## src/rtl/seg_pkg.sv

```systemverilog
// Shared definitions for the multiplexed 7-segment display controller:
// segment bit positions, the active-high hex decode table and the
// output polarity helper.
package seg_pkg;

    // Segment bit positions inside the 8-bit {dp,g,f,e,d,c,b,a} bus
    localparam int SEG_A  = 0;
    localparam int SEG_B  = 1;
    localparam int SEG_C  = 2;
    localparam int SEG_D  = 3;
    localparam int SEG_E  = 4;
    localparam int SEG_F  = 5;
    localparam int SEG_G  = 6;
    localparam int SEG_DP = 7;

    // Active-high segment patterns
    localparam logic [7:0] SEG_ALL_OFF = 8'h00;
    localparam logic [7:0] SEG_DP_ONLY = 8'h80;

    // Active-high {g,f,e,d,c,b,a} patterns for 0..F (b and d in lower case)
    localparam logic [6:0] HEX_SEG [16] = '{
        7'h3F, 7'h06, 7'h5B, 7'h4F, 7'h66, 7'h6D, 7'h7D, 7'h07,
        7'h7F, 7'h6F, 7'h77, 7'h7C, 7'h39, 7'h5E, 7'h79, 7'h71
    };

    // Convert an active-high segment word to the board's pin polarity
    function automatic logic [7:0] seg_polarity(input logic [7:0] v, input logic inv);
        return inv ? ~v : v;
    endfunction

endpackage

```

## src/rtl/seg7_hex_lut.sv

```systemverilog
// Combinational hex-to-7-segment decoder (active-high, {g,f,e,d,c,b,a}).
module seg7_hex_lut
    import seg_pkg::*;
(
    input  logic [3:0] val,
    output logic [6:0] seg
);

    assign seg = HEX_SEG[val];

endmodule

```

## src/rtl/seg_scan_display.sv

```systemverilog
// Multiplexed common-anode 7-segment scanner. Walks NUM_DIG digits with
// DWELL clk_1k cycles per digit, snapshots all display inputs once per
// frame, and applies leading-zero suppression, blink, decimal point and
// dwell-based brightness. Outputs are registered and always consistent.
module seg_scan_display
    import seg_pkg::*;
#(
    parameter int NUM_DIG        = 4,
    parameter int DWELL          = 2,
    parameter int BLINK_HALF     = 250,
    parameter int DIG_ACTIVE_LOW = 1,
    parameter int SEG_ACTIVE_LOW = 0
) (
    input  logic                   clk_1k,
    input  logic                   rst,
    input  logic [4*NUM_DIG-1:0]   digits,
    input  logic [NUM_DIG-1:0]     dp,
    input  logic [NUM_DIG-1:0]     blank_mask,
    input  logic [NUM_DIG-1:0]     blink_mask,
    input  logic                   lz_en,
    input  logic [3:0]             bright,
    output logic [NUM_DIG-1:0]     dig_sel,
    output logic [7:0]             seg,
    output logic                   frame_start
);

    localparam int CNT_W = (DWELL > 1) ? $clog2(DWELL) : 1;
    localparam int IDX_W = (NUM_DIG > 1) ? $clog2(NUM_DIG) : 1;
    localparam int BLK_W = (BLINK_HALF > 1) ? $clog2(BLINK_HALF) : 1;

    localparam logic [CNT_W-1:0] CNT_MAX = CNT_W'(DWELL - 1);
    localparam logic [IDX_W-1:0] IDX_MAX = IDX_W'(NUM_DIG - 1);
    localparam logic [BLK_W-1:0] BLK_MAX = BLK_W'(BLINK_HALF - 1);

    localparam logic [NUM_DIG-1:0] DIG_IDLE = (DIG_ACTIVE_LOW != 0) ? '1 : '0;
    localparam logic [7:0]         SEG_IDLE = seg_polarity(SEG_ALL_OFF, SEG_ACTIVE_LOW != 0);

    // Scan position
    logic [CNT_W-1:0] cnt_q, cnt_d;
    logic [IDX_W-1:0] idx_q, idx_d;
    logic             frame_d;

    // Blink generator
    logic [BLK_W-1:0] blink_cnt_q, blink_cnt_d;
    logic             blink_phase_q, blink_phase_d;

    // Per-frame snapshot of the display inputs
    logic [4*NUM_DIG-1:0] digits_snap_q, digits_snap_d;
    logic [NUM_DIG-1:0]   dp_snap_q, dp_snap_d;
    logic [NUM_DIG-1:0]   blank_snap_q, blank_snap_d;
    logic [NUM_DIG-1:0]   blink_snap_q, blink_snap_d;
    logic                 lz_snap_q, lz_snap_d;
    logic [3:0]           bright_snap_q, bright_snap_d;

    // Output registers
    logic [NUM_DIG-1:0] dig_sel_q, dig_sel_d;
    logic [7:0]         seg_q, seg_d;
    logic               frame_start_q;

    // Current-digit decode inputs
    logic [NUM_DIG-1:0] supp;
    logic [3:0]         cur_val;
    logic               cur_dp, cur_blank, cur_blink, cur_supp;
    logic [6:0]         lut_seg;
    logic               lit;
    logic [7:0]         seg_raw;

    seg7_hex_lut u_hex_lut (
        .val (cur_val),
        .seg (lut_seg)
    );

    // Slot/digit counters and blink counter advance; frame begins on double wrap
    always_comb begin
        cnt_d = cnt_q + CNT_W'(1);
        idx_d = idx_q;
        if (cnt_q == CNT_MAX) begin
            cnt_d = '0;
            idx_d = (idx_q == IDX_MAX) ? '0 : idx_q + IDX_W'(1);
        end
        frame_d = (cnt_d == '0) && (idx_d == '0);

        blink_cnt_d   = (blink_cnt_q == BLK_MAX) ? '0 : blink_cnt_q + BLK_W'(1);
        blink_phase_d = blink_phase_q ^ (blink_cnt_q == BLK_MAX);
    end

    // Snapshot capture and next-cycle output decision (uses next-snapshot values
    // so the first slot of a frame already reflects the new snapshot)
    always_comb begin
        logic run;

        digits_snap_d = frame_d ? digits     : digits_snap_q;
        dp_snap_d     = frame_d ? dp         : dp_snap_q;
        blank_snap_d  = frame_d ? blank_mask : blank_snap_q;
        blink_snap_d  = frame_d ? blink_mask : blink_snap_q;
        lz_snap_d     = frame_d ? lz_en      : lz_snap_q;
        bright_snap_d = frame_d ? bright     : bright_snap_q;

        // Leading-zero chain from the most significant digit down; digit 0 never blanks
        run = lz_snap_d;
        for (int i = NUM_DIG - 1; i >= 0; i--) begin
            run     = run && (digits_snap_d[4*i +: 4] == 4'h0);
            supp[i] = run && (i != 0);
        end

        cur_val   = 4'h0;
        cur_dp    = 1'b0;
        cur_blank = 1'b0;
        cur_blink = 1'b0;
        cur_supp  = 1'b0;
        for (int i = 0; i < NUM_DIG; i++) begin
            if (idx_d == IDX_W'(i)) begin
                cur_val   = digits_snap_d[4*i +: 4];
                cur_dp    = dp_snap_d[i];
                cur_blank = blank_snap_d[i];
                cur_blink = blink_snap_d[i];
                cur_supp  = supp[i];
            end
        end

        lit = (32'(cnt_d) < 32'(bright_snap_d))
              && !cur_blank
              && !(blink_phase_q && cur_blink)
              && !(cur_supp && !cur_dp);

        seg_raw = cur_supp ? SEG_DP_ONLY : {cur_dp, lut_seg};

        dig_sel_d = DIG_IDLE;
        seg_d     = SEG_IDLE;
        if (lit) begin
            dig_sel_d = (NUM_DIG'(1) << idx_d) ^ DIG_IDLE;
            seg_d     = seg_polarity(seg_raw, SEG_ACTIVE_LOW != 0);
        end
    end

    // State, snapshot and output registers with asynchronous reset
    always_ff @(posedge clk_1k or posedge rst) begin
        if (rst) begin
            cnt_q         <= CNT_MAX;
            idx_q         <= IDX_MAX;
            blink_cnt_q   <= '0;
            blink_phase_q <= 1'b0;
            digits_snap_q <= '0;
            dp_snap_q     <= '0;
            blank_snap_q  <= '0;
            blink_snap_q  <= '0;
            lz_snap_q     <= 1'b0;
            bright_snap_q <= '0;
            dig_sel_q     <= DIG_IDLE;
            seg_q         <= SEG_IDLE;
            frame_start_q <= 1'b0;
        end else begin
            cnt_q         <= cnt_d;
            idx_q         <= idx_d;
            blink_cnt_q   <= blink_cnt_d;
            blink_phase_q <= blink_phase_d;
            digits_snap_q <= digits_snap_d;
            dp_snap_q     <= dp_snap_d;
            blank_snap_q  <= blank_snap_d;
            blink_snap_q  <= blink_snap_d;
            lz_snap_q     <= lz_snap_d;
            bright_snap_q <= bright_snap_d;
            dig_sel_q     <= dig_sel_d;
            seg_q         <= seg_d;
            frame_start_q <= frame_d;
        end
    end

    assign dig_sel     = dig_sel_q;
    assign seg         = seg_q;
    assign frame_start = frame_start_q;

endmodule

```

## config.mk

```make
export PLATFORM = sky130hd
export DESIGN_NAME = seg_scan_display
export DESIGN_NICKNAME = d
export VERILOG_FILES = /design/src/rtl/seg_pkg.sv /design/src/rtl/seg7_hex_lut.sv /design/src/rtl/seg_scan_display.sv
export SDC_FILE = /design/constraint.sdc
export NUM_CORES = 1
export LEC_CHECK = 0
export CORE_MARGIN = 10
export CORE_UTILIZATION = 35
export CTS_BUF_LIST = sky130_fd_sc_hd__clkbuf_16
export DETAILED_ROUTE_END_ITERATION = 12
export MAX_ROUTING_LAYER = met4
export SYNTH_ARGS = -nofsm -noshare
export SYNTH_HDL_FRONTEND = slang
export SYNTH_SLANG_ARGS = --single-unit
```

## constraint.sdc

```tcl
create_clock -name clk_1k -period 3.54 [get_ports clk_1k]
set_input_delay 1.062 -clock clk_1k [delete_from_list [all_inputs] [get_ports clk_1k]]
set_output_delay 1.062 -clock clk_1k [all_outputs]
set_load 0.1 [all_outputs]
```

---- After elaboration in Yosys (flattened, before gate mapping) ----
Memories as Yosys holds them, arrays and structs flattened.
Cells that the tools add are included.
storage, ports and cells
  flip-flop bits (word level) ............. 58
  bits in read-only memories .............. 112
  output and inout port bits .............. 13
  logic and storage cells ................. 80
  memories kept ........................... 1
cells by class
  $add $sub $neg .......................... 3
  magnitude comparators ................... 2
  eq/ne operators ......................... 5
  shifts and indexed selects .............. 1
  muxes and demuxes ....................... 34
  bitwise operators ....................... 4
  reductions and logical operators ........ 17
memory list
  name             words  bits a word  rd ports  clocked after memory_dff  wr ports  line               source
  (no name shown)  16     7            1         0                         0         seg7_hex_lut.sv:9  assign seg = HEX_SEG[val];
operator list
  operator               count
  $mux W4                9
  $mux W8                3
  $mux W1                17
  $mux W16               1
  $mux W7                2
  $logic_not A4 Y1       3
  $logic_and A1 B1 Y1    9
  $add A8 B1 Y8 const B  1
  $eq A8 B8 Y1 const B   1
  $eq A2 B2 Y1 const B   3
  $ge A5 B5 Y1 const B   1
  $not A4 Y5             1
  $logic_not A1 Y1       4
  $lt A1 B4 Y1           1
  $mux W2                2
  $not A4 Y4             1
  $shl A1 B2 Y4 const A  1
  $add A2 B1 Y2 const B  1
  $eq A2 B1 Y1 const B   1
  $logic_not A2 Y1       1
  $add A1 B1 Y1 const B  1
  $not A1 Y1             1
  $xor A1 B1 Y1          1

---- Logic depth before layout (Yosys ltp) ----
  depth in word-level cells ............... 17
  mapped depth ............................ 12
  mapped depth without buffers ............ 9

---- Hierarchy ----
From an unflattened synthesis, not the netlist that was laid out.
unflattened totals
  cell total of the unflattened synthesis .. 257
  area, all modules ....................... 2979.1 µm²
by module, submodules not included
  module            times used  cells an instance  area an instance (µm²)
  seg_scan_display  1           224                2691.3
  seg7_hex_lut      1           33                 287.8

---- Least setup slack after synthesis ----
Ideal clock, no wire load.
  kind .................................... input to register
  start point ............................. input digits[9]
  end point ............................... register seg_q[6], in the netlist seg[6]
  setup time .............................. 0.094 ns
  arrival time ............................ 2.514 ns
  required time ........................... 3.446 ns
  setup slack ............................. 0.932 ns
  stages on the path ...................... 6
  buffers on the path ..................... 0
  path through ............................ mux2_2 -> o221ai_1 -> inv_1 -> ha_1 -> mux2_4 -> a221oi_2
between the ends
  longest elaborated chain between the ends .. 11
  elaborated cells on any way between the ends .. 18
ends and longest elaborated chain
  what                                                                    line                     source
  start, declared                                                         seg_scan_display.sv:16   input logic [4*NUM_DIG-1:0] digits,
  $mux W16 *                                                              seg_scan_display.sv:92   digits_snap_d = frame_d ? digits : digits_snap_q;
  parallel branches: the longest is 9 deep, another holds $mem_v2 Z16 W7  -
  $mux W8 *                                                               seg_scan_display.sv:130  if (lit) begin
  via seg_d[6]                                                            seg_scan_display.sv:57   logic [7:0] seg_q, seg_d;
  end signal, assigned                                                    seg_scan_display.sv:164  seg_q <= seg_d;
  end, declared                                                           seg_scan_display.sv:57
Mark *: on every way through the listed nets, which the timed path passes. The select of a mux whose other input is x is not followed.

---- Worst setup path after layout ----
  start point ............................. input digits[1]
  end point ............................... register seg_q[6], in the netlist seg[6]
between the ends
  longest elaborated chain between the ends .. 11
ends and longest elaborated chain
  what                                        line                     source
  $mux W16                                    seg_scan_display.sv:92
  $mux W4 (4 in a row)                        seg_scan_display.sv:112  if (idx_d == IDX_W'(i)) begin
  $not A4 Y5 (implied by the code)            seg7_hex_lut.sv:9
  $mem_v2 Z16 W7                              -
  $mux W7 (implied by the code) (2 in a row)  seg7_hex_lut.sv:9
  $mux W8                                     seg_scan_display.sv:126  seg_raw = cur_supp ? SEG_DP_ONLY : {cur_dp, lut_seg};
  $mux W8                                     seg_scan_display.sv:130
  via seg_d[6]                                seg_scan_display.sv:57
The timed path passes the listed nets, and every way through them passes these cells. The select of a mux whose other input is x is not followed.

==> results.md <==
- Status: complete, no violations
- Initial core utilization: 0.360
- DP Cell Count: between 400 and 500
- Hpwl dp: 4820 um
- Slew @ Worst Pin: 0.735 ns
- DR DRC count: 0
- Final setup violating endpoints: 0
- Worst Path Buf+Inv: 2
- Number of cell rows: 33
- Pwr per Cell Area: 439 mW/mm^2
- Non-Filler Instances: 462
- CTS Buffer Depth: 2
- Crit end category: flop
- Post-DP Area: 0.00347 sq mm
- #FFs+latches synth: 58
- Worst R2R Start: idx_q[0]
- P_int: 1.23 mW
- Clock share of power: 0.445
- Worst skew pair latency: 0.32 ns
- CP startpoint: digits[1]
- Routed WL: 6680 um
- Fin crit period: between 2 and 3 ns
- # hold bufs at CTS: 0
- Net Sw Power: 0.410 mW
- GRT overflow: 0
- Logic pwr share: 0.121
- Arr. time, crit path: 3.17 ns
- Sequential share of power: 0.434
- Max-slew headroom: 0.510
- Area of the multi-input gates: 0.00138 sq mm
- Die Height: 112 um
- Commonest non-fill, non-tap cell in the layout: nand2_1
- Overall fraction of global-route tracks in use: 0.114
- Critical Path Slowest Stage Cell: clkdlybuf4s50_1
- Cell variety after synth: 53
- Final worst-path cycle share: 0.833
- Largest net degree at the start of global routing: 59
- Crit start category: input pin
- CP Cell Sequence: clkdlybuf4s50_1 > and2_1 > a2bb2oi_1 > o221ai_1 > inv_1 > ha_1 > mux2_4 > a221oi_2
- Share of the synthesized area in the top cell type: 0.429
- Register area: 0.00146 sq mm
- Layout cell share with drive strength beyond 1: 0.146
- Antenna Nets Post-Route: 0
- Filler cell count in the final layout: 811
- DR iter-0 viols: 74
- Reg2Reg Depth: 7
- End point of the critical path: seg[6]
- Die Area: about 0.013 sq mm
- Core Box Area: 0.00826 sq mm
- Synth Flop Type: dfrtp_1
- Reg2reg setup slack: 0.68 ns
- Synth Area per Inst: 9.72 sq um
- Crit path depth: 8
- Synthesized Nets: 349
- Setup Total Neg Slack: 0 ns
- Synthesis warning total: 0
- Pwr Total: 1.64 mW
- Synth-to-Final Area Change: 25.2%
- Clock Tree Root: clkbuf_16
- R2r endpoint: seg[6]
- Max Freq: 339 MHz
- DR vias: 2238
- Via density per instance: just under 5
- # Post-CTS Setup Buffers: 0
- Clock transition at path regs: 0.05 ns
- Post-route cell area: 0.00373 sq mm
- Mapped Cells: 306
- # diodes: 0
- Clock Sinks: between 50 and 60
- Critical Path RT: 3.76 ns
- Clk_skew: 0.00606 ns
- CTS tree: yes
- Pre-antenna DRT Iters: 4
- Worst Hold Class: reg -> reg
- Critical path type: in -> reg
- Initial antenna violation count: 0
- IO Count: 48
- Nets: between 300 and 400
- RSZ-0062 raised after global routing: false
- Num CTS Buffers: 9
- CP max stage delay: 0.44 ns
- First-pass GRT wire length: 11700 um
- Vias in the first global route: 2341
- Avg WL per Cell: 14.5 um
- Asr flop ratio synth: 1.00
- Post-synthesis sequential area ratio: 0.491
- Max-slew violations: 0
- PortBufs: 47
- Yosys top cell by area: dfrtp_1
- Core Util, Final: 0.451
- CP max FO: 6
- Top post-synthesis cells by area: dfrtp_1, nand2_1, mux2i_1
- Number of flops mapped to enable cells by yosys: 0
- Die Wd: 112 um
- CTS resizes: 0
- Highest-count cells in the layout ignoring fill and taps: nand2_1, dfrtp_1, clkdlybuf4s50_1
- Sw frac: 0.251
- Hold Vio Cnt, Final: 0
- H-tree levels: 3
- LEAKAGE: 1.76 nW
- GPL Wtd Cong: 0.758
- Critical path's top delay family: compound AO/OA/AOI/OAI gates
- Worst vdd ir: around 0.23 mV
- Number of max-cap violations: 0
- Synth Cell Area: 0.00298 sq mm
final cells by class:
| class | instances | area share |
|---|---|---|
| Clock buffer | 9 | 0.0604 |
| Clock inverter | 7 | 0.00772 |
| Inverter | 10 | 0.0101 |
| Multi-Input combinational cell | 222 | 0.369 |
| Sequential cell | 58 | 0.392 |
| Tap cell | 105 | 0.0353 |
| Timing Repair Buffer | 51 | 0.126 |
worst register-to-register path, cell delays in order (launching register included):
cell and delay [ns]:
dfstp_2 0.87, nand3_1 0.18, mux2_2 0.33, o221ai_1 0.46
inv_1 0.18, ha_1 0.26, mux2_4 0.28, a221oi_2 0.21
stage by stage:
stage / hold WS, ns / setup slack [ns]
5_1_grt: 0.498 / 0.466
4_1_cts: 0.471 / 0.605
3_3_place_gp: 0.451 / 0.363
2_1_floorplan: 0.436 / 0.932
6_report: 0.465 / 0.592
3_5_place_dp: 0.459 / 0.281
layer usage:
| metal | GRT usage | part of all wire | vias up |
|---|---|---|---|
| met5 | - | 0 | - |
| met4 | 0.0431 | 0.014 | 0 |
| met3 | 0.0298 | 0.040 | 9 |
| met2 | 0.162 | 0.43 | 53 |
| met1 | 0.152 | 0.51 | 1055 |
| li1 | - | - | 1121 |
kinds of logic (layout without fill, tap and decap cells):
group | Yosys count | count (layout) | synth area share
and+or+nand+nor | 145 | 145 | 0.210
xor gates and xnor gates | 6 | 6 | 0.0177
DFF | 58 | 58 | 0.491
buffers and inverters | 26 | 77 | 0.0471
AOI/OAI and AO/OA | 34 | 34 | 0.0837
muxes | 29 | 29 | 0.117
adders and majority gates | 8 | 8 | 0.0336
flip-flops by register name, indices dropped and copies added (netlist names):
signal         flops
dp_snap_q          4
blink_phase_q      1
digits_snap_q     16
blink_cnt_q        8
cnt_q              1
lz_snap_q          1
dig_sel            4
blank_snap_q       4
seg                8
blink_snap_q       4
idx_q              2
bright_snap_q      4
frame_start        1
power groups by stage:
stage	combinational, mW	sequential [mW]	clock [mW]
after floorplan	0.0692	0.775	0
after global placement	0.198	0.720	0
after detailed placement	0.200	0.721	0
after CTS	0.201	0.711	0.744
after global routing	0.215	0.714	0.782
final	0.198	0.711	0.727
synth_stat cells, types with 4 or more instances:
cell / number
buf_6: 4
ha_1: 8
buf_2: 4
inv_1: 10
dfstp_2: 7
dfrtp_1: 51
nor2_1: 11
o21ai_0: 6
nor3_1: 5
nand3_1: 5
a21oi_1: 9
xor2_1: 5
mux2i_1: 22
nand2_1: 103
mux4_2: 4
how the worst min path moves through the flow:
stage,from,end,slack [ns],depth (start not counted)
global route,digits_snap_q[2],digits_snap_q[2],0.50,2
detailed placement,lz_snap_q,lz_snap_q,0.46,2
floorplan,bright_snap_q[0],bright_snap_q[0],0.44,2
CTS,lz_snap_q,lz_snap_q,0.47,2
global placement,bright_snap_q[0],bright_snap_q[0],0.45,2
finish,lz_snap_q,lz_snap_q,0.46,2
(Power assumes the default switching activity.)
